`src/rtl/peak_meter12.sv`:
```
// Purpose : windowed peak-magnitude meter for 12-bit signed samples, with a
//           decaying peak-hold value and a sticky overrun flag.
// Latency : a sample strobed in cycle t updates max/peak/hold/vld at the edge
//           ending t+1, visible in t+2.
// Backpressure: none on the sample side. A result not acked before the next
//           window end is overwritten, and ovr is set.
//
// Ports:
//   clk   - master clock, rising edge
//   rst_n - asynchronous active-low reset
//   sig   - signed 12-bit sample, taken when stb=1
//   stb   - sample strobe
//   win   - window length minus 1, in accepted samples (read live)
//   ack   - reader acknowledge, only honoured while vld=1
//   peak  - peak magnitude of the last completed window
//   hold  - decaying peak-hold value
//   vld   - result pending, from window end until acknowledged
//   ovr   - sticky overrun, cleared by an accepted ack
module peak_meter12 #(
    parameter int unsigned DECAY = 4
) (
    input  logic        clk,
    input  logic        rst_n,
    input  logic [11:0] sig,
    input  logic        stb,
    input  logic [15:0] win,
    input  logic        ack,
    output logic [10:0] peak,
    output logic [10:0] hold,
    output logic        vld,
    output logic        ovr
);

    // ------------------------------------------------------------------
    // Stage 1: magnitude register
    // ------------------------------------------------------------------
    logic [10:0] mag_q,    mag_d;
    logic        s1_vld_q, s1_vld_d;
    logic [10:0] mag_now;

    always_comb begin
        mag_now = sig[10:0];
        if (sig[11]) begin
            // -2048 has no positive 11-bit counterpart; clamp it to full scale.
            // For every other negative value, -sig fits in the low 11 bits.
            if (sig[10:0] == 11'd0) begin
                mag_now = 11'h7FF;
            end else begin
                mag_now = ~sig[10:0] + 11'd1;
            end
        end
    end

    always_comb begin
        mag_d    = mag_q;
        s1_vld_d = stb;
        if (stb) begin
            mag_d = mag_now;
        end
    end

    // ------------------------------------------------------------------
    // Stage 2: running max, window counter, result and handshake
    // ------------------------------------------------------------------
    logic [10:0] max_q,  max_d;
    logic [15:0] cnt_q,  cnt_d;
    logic [10:0] peak_q, peak_d;
    logic [10:0] hold_q, hold_d;
    logic        vld_q,  vld_d;
    logic        ovr_q,  ovr_d;

    logic [10:0] comb;
    logic [10:0] dec_shift;
    logic [10:0] dec_step;
    logic [10:0] hold_decayed;
    logic        win_end;
    logic        ack_acc;

    always_comb begin
        comb = (mag_q > max_q) ? mag_q : max_q;

        // The hold loses at least 1 LSB per window while nonzero, so it
        // always reaches zero even when hold>>DECAY has rounded to 0.
        // dec_step never exceeds hold_q, so the subtraction cannot wrap.
        dec_shift    = hold_q >> DECAY;
        dec_step     = ((dec_shift == 11'd0) && (hold_q != 11'd0)) ? 11'd1 : dec_shift;
        hold_decayed = hold_q - dec_step;

        // "At or above" so a mid-window reduction of win closes the window
        // on the very next sample instead of waiting for a 16-bit wrap.
        win_end = s1_vld_q && (cnt_q >= win);
        ack_acc = ack && vld_q;
    end

    always_comb begin
        max_d  = max_q;
        cnt_d  = cnt_q;
        peak_d = peak_q;
        hold_d = hold_q;
        vld_d  = vld_q;
        ovr_d  = ovr_q;

        if (s1_vld_q) begin
            if (win_end) begin
                max_d  = 11'd0;
                cnt_d  = 16'd0;
                peak_d = comb;
                hold_d = (comb >= hold_decayed) ? comb : hold_decayed;
            end else begin
                max_d = comb;
                cnt_d = cnt_q + 16'd1;
            end
        end

        if (win_end) begin
            // A fresh result always leaves vld high. It is an overrun only
            // when the previous result is still pending and not being
            // consumed in this same cycle.
            vld_d = 1'b1;
            if (ack_acc) begin
                ovr_d = 1'b0;
            end else if (vld_q) begin
                ovr_d = 1'b1;
            end
        end else if (ack_acc) begin
            vld_d = 1'b0;
            ovr_d = 1'b0;
        end
    end

    // ------------------------------------------------------------------
    // State registers
    // ------------------------------------------------------------------
    always_ff @(posedge clk or negedge rst_n) begin
        if (!rst_n) begin
            mag_q    <= 11'd0;
            s1_vld_q <= 1'b0;
            max_q    <= 11'd0;
            cnt_q    <= 16'd0;
            peak_q   <= 11'd0;
            hold_q   <= 11'd0;
            vld_q    <= 1'b0;
            ovr_q    <= 1'b0;
        end else begin
            mag_q    <= mag_d;
            s1_vld_q <= s1_vld_d;
            max_q    <= max_d;
            cnt_q    <= cnt_d;
            peak_q   <= peak_d;
            hold_q   <= hold_d;
            vld_q    <= vld_d;
            ovr_q    <= ovr_d;
        end
    end

    assign peak = peak_q;
    assign hold = hold_q;
    assign vld  = vld_q;
    assign ovr  = ovr_q;

endmodule

```
`config.mk`:
```
export PLATFORM = sky130hd
export DESIGN_NAME = peak_meter12
export DESIGN_NICKNAME = d
export VERILOG_FILES = /design/src/rtl/peak_meter12.sv
export SDC_FILE = /design/constraint.sdc
export NUM_CORES = 1
export LEC_CHECK = 0
export ABC_AREA = 1
export BUFFER_PORTS_ARGS = -buffer_cell sky130_fd_sc_hd__buf_2
export CAP_MARGIN = 0
export CORE_ASPECT_RATIO = 1.1
export CORE_MARGIN = 5
export CORE_UTILIZATION = 54
export CTS_CLUSTER_DIAMETER = 60
export DETAILED_ROUTE_END_ITERATION = 8
export PLACE_DENSITY = 0.78
export SYNTH_ARGS = -nofsm -noshare
export SYNTH_HDL_FRONTEND = slang
export SYNTH_SLANG_ARGS = --single-unit
```
`constraint.sdc`:
```
create_clock -name clk -period 3.3 [get_ports clk]
set_input_delay 0 -clock clk [delete_from_list [all_inputs] [get_ports clk]]
set_output_delay 0 -clock clk [all_outputs]
set_load 0.05 [all_outputs]
```
==> metrics.sh <==
WORST_SKEW_PAIR.LATE_LATENCY_NS=0.35
GLOBAL_ROUTE_WIRE_LENGTH_BEFORE_REPAIR_UM=19910
YOSYSMOSTFREQUENTCELL='sky130_fd_sc_hd__nand2_1'
REGISTER_BIT_TOTAL_FROM_SYNTHESIS=63
CRIT_REQUIRED_NS=3.54
REPORT.FINAL.SETUP_VIOL=8
STATUS='finished, violations left'
DIEAREA_UM2=10600
SYN_NETS=727
SW_FRAC_OF_TOTAL_PCT=52.72
DETAIL_ROUTE.ITER0.VIOLATIONS=227
GRT_SETUP_UNREPAIRED='yes'
GRT_ANTENNA_BEFORE_REPAIR=0
DRIVE_GT1_SHARE_PCT=23.14
SYNTH.YOSYS.SEQ_AREA_SHARE_PCT=33.81
FINALHOLDVIOLATIONS=0
DRT-WIRELENGTH-PER-CELL_UM=13.65
POST_SYNTH_MOST_FREQUENT_CELLS='sky130_fd_sc_hd__nand2_1 (200), sky130_fd_sc_hd__inv_1 (97), sky130_fd_sc_hd__dfrtp_1 (63)'
ROUTED_VIA_DENSITY=5.253
FLOORPLAN.DIE.HEIGHT_UM=107.5
CTS_SINKS=63
CLOCK_POWER_SHARE_PCT=11.0
WORST_SETUP_HOLD_PATH_CLK_SLEW_NS=0.07
SYNTHESIS.INSTANCES=647
CTS_MAX_LEVEL=3
SYNTH.TOP_CELLS.BY_AREA='sky130_fd_sc_hd__dfrtp_1 (34%), sky130_fd_sc_hd__nand2_1 (16%), sky130_fd_sc_hd__ha_1 (13%), sky130_fd_sc_hd__inv_1 (7.8%), sky130_fd_sc_hd__nand3_1 (5.8%)'
TOP_LEVEL_PORTS=56
GRT_MAX_DEGREE=34
SYNTH.AVG_CELL_AREA_UM2=7.207
PLACEMENT.SETUP.WORST_SLACK_NS=-0.1143
SEQ_POWER_SHARE_PCT=19.0
INITIAL_UTILIZATION_PCT=55.46
REPORT.POWER.TOTAL_uW=6592
SWITCH_PWR_uW=3475
AREAGROWTHSYNTHTOFINISH_PCT=21.09
MAX-CAP-VIOLATIONS=0
WORST_IR_DROP_VDD_mV=0.6275
YS.WARNINGS.COUNT=0
NUMCTSBUFFERS=9
POST_SYNTH_NUM_CELL_TYPES=38
SYNTH_TOP_AREA_SHARE_PCT=33.81
CTSLONGESTPATHBUFFERS=2
DRT_FIRST_PASS_ITERS=5
P_INT_uW=3116
SHARE_COMB_OF_TOTAL_POWER_PCT=69.9
ANTENNA_LEFT=0
SLEW-LIMIT-HEADROOM_PCT=53.79
NUMBER_OF_GLOBAL_ROUTE_VIAS_BEFORE_REPAIR=4416
LAYOUT_WORST_PATH_CYCLE_SHARE_PCT=100.5
ROUTED-VIA-COUNT=4465
TRACK_USAGE_PCT=23.06
SETUP.WORST_PATH.CLASS='flip-flop to flip-flop'
POWER_DENSITY_nW_PER_UM2=1167
FINAL_SLEW_VIOLATIONS=0
POSTROUTEWIRELENGTH_UM=11600
ACHIEVABLE-FREQUENCY_MHz=301.5
TRITONCTS='yes'
MAX_SLEW.WORST_PIN.SLEW_NS=0.6932
SYN-CELL-AREA_UM2=4663
LEAKAGE_POWER_uW=0.003152
FLOORPLAN.ROWS=35
DETAILED_PLACER_S_ENDING_HPWL_UM=8800
TIME_THE_WORST_PATH_NEEDS_WITH_I_O_DELAYS_AND_SETUP_NS=3.317
FINALCLOCKSKEW_NS=0.01196
FAILING_CHECKS='negative setup slack'
WORSTSETUPSTARTPOINTTYPE='flip-flop'
ENDPOINT_KIND='flip-flop'
NUMPORTBUFFERS=55
SYNTH_FLOP_CELL='sky130_fd_sc_hd__dfrtp_1'
INSERTEDDIODECOUNT=0
SYNTH_ASYNC_RESET_RATIO_PCT=100.0
DRC=0
CLOCK-ROOT-BUFFER='sky130_fd_sc_hd__clkbuf_8'
CP_DATA_ARRIVAL_TIME_NS=3.56
CORE-AREA_UM2=8408
CRITICAL_PATH_PEAK_FANOUT=6
FINAL.SETUP.WORST_SLACK_NS=-0.01727
GLOBAL_ROUTE.OVERFLOW_TOTAL=0
LIBRARY_CELL_OCCUPYING_THE_MOST_AREA_IN_THE_POST_SYNTHESIS_NETLIST='sky130_fd_sc_hd__dfrtp_1'
GP_CONGESTION=0.8839
SYNTH-EDFF-COUNT=0
DESIGN.FINAL.NETS=814
HP-CLASS='input pin to flip-flop'
PLACEDCELLCOUNT=819
STDCELL_COUNT=850
CHIPWIDTH_UM=98.61
## state kept, by name, indices dropped and copies added, names as in the netlist
signal    flops
ovr           1
peak         11
cnt_q        16
s1_vld_q      1
vld           1
hold         11
mag_q        11
max_q        11
## worst max-delay path, cell delays in order, from the launching register on
cell and delay, ns:
sky130_fd_sc_hd__dfrtp_2 0.41, sky130_fd_sc_hd__inv_2 0.08, sky130_fd_sc_hd__nand3_2 0.06, sky130_fd_sc_hd__o41ai_2 0.34, sky130_fd_sc_hd__ha_2 0.22, sky130_fd_sc_hd__inv_2 0.04
sky130_fd_sc_hd__fa_2 0.37, sky130_fd_sc_hd__nand3_2 0.12, sky130_fd_sc_hd__nand3_4 0.08, sky130_fd_sc_hd__buf_4 0.14, sky130_fd_sc_hd__xor2_1 0.12, sky130_fd_sc_hd__inv_1 0.09
sky130_fd_sc_hd__ha_4 0.27, sky130_fd_sc_hd__nand2_1 0.05, sky130_fd_sc_hd__nand2_2 0.06, sky130_fd_sc_hd__nand2_2 0.04, sky130_fd_sc_hd__a21oi_1 0.11, sky130_fd_sc_hd__nor2_1 0.06
sky130_fd_sc_hd__nand2_2 0.13, sky130_fd_sc_hd__buf_6 0.15, sky130_fd_sc_hd__nand3_1 0.09, sky130_fd_sc_hd__nand3_1 0.09, sky130_fd_sc_hd__nand2_1 0.06
## placed cells by master, fill, tap and decap left out, types with 22 or more instances in the layout
cell,instances
sky130_fd_sc_hd__buf_2,55
sky130_fd_sc_hd__ha_1,43
sky130_fd_sc_hd__inv_1,87
sky130_fd_sc_hd__buf_4,22
sky130_fd_sc_hd__a21oi_1,22
sky130_fd_sc_hd__nor2_1,51
sky130_fd_sc_hd__nand2_1,195
sky130_fd_sc_hd__nand3_1,40
sky130_fd_sc_hd__dfrtp_1,57
## layout make-up
type / instances / area [um2]
repair buffers: 89 / 564.3
multi-input cells: 466 / 2745
flip-flops and latches: 63 / 1584
clock inverters: 4 / 52.55
well taps: 111 / 138.9
clock buffers: 12 / 165.2
fillers: 699 / 2761
inverters: 105 / 396.6
## routing by layer
layer	vias up	wire length (um)	global-route usage [%]
li1	2227	-	-
met1	2082	4913	28.18
met2	129	5825	40.43
met3	27	575	3.564
met4	0	289	9.561
met5	-	0	0
## stage by stage
step | setup TNS, ns | instance area, um2 | util (%) | hold WS (ns)
floorplan | 0 | 4690 | - | -0.2956
global placement | 0 | 5146 | 61.21 | 0.06635
detailed placement | -1.019 | 5146 | 61.21 | 0.07450
CTS | 0 | 5545 | 65.95 | 0.003118
global route | -2.141 | 5647 | 67.16 | 0.02969
finish | -0.07710 | 5647 | 67.16 | 0.01946
## logic make-up (layout without fill, tap and decap cells)
family          count (synthesis)  in the layout  synth area share, %
fa+ha+maj                      48             48                13.04
compound gates                 59             59                6.977
flops                          63             63                33.81
xor+xnor                       18             18                3.381
buf+inv                       118            210                10.49
simple gates                  341            341                32.30
## what timing repair did
| action | in CTS | in global routing |
|---|---|---|
| setup buffers | 1 | 4 |
| resized for setup | 20 | 17 |
| setup endpoints to repair | 11 | 11 |
| hold endpoints to repair | 39 | 0 |
| gates cloned | 1 | 0 |
| pin swaps | 10 | 26 |
| hold buffers | 9 | 0 |
## path summary, 6_finish.rpt
path	from	endpoint	slack, ns	depth (start not counted)
min in group asynchronous	rst_n	s1_vld_q	0.23	2
min reg2reg	peak[2]	peak[2]	0.47	2
max reg2reg	hold[5]	hold[7]	-0.02	22
max	hold[5]	hold[7]	-0.02	22
max in group asynchronous	rst_n	hold[9]	2.16	3
min	sig[11]	mag_q[10]	0.02	3
## power by group through the flow
stage	logic, uW	clock network, uW	registers (uW)
3_5_place_dp	3930	0	1260
6_report	4610	728	1250
2_1_floorplan	2470	0	1700
3_3_place_gp	3820	0	1250
4_1_cts	4260	736	1250
5_1_grt	5120	774	1290
(Power assumes the default switching activity.)
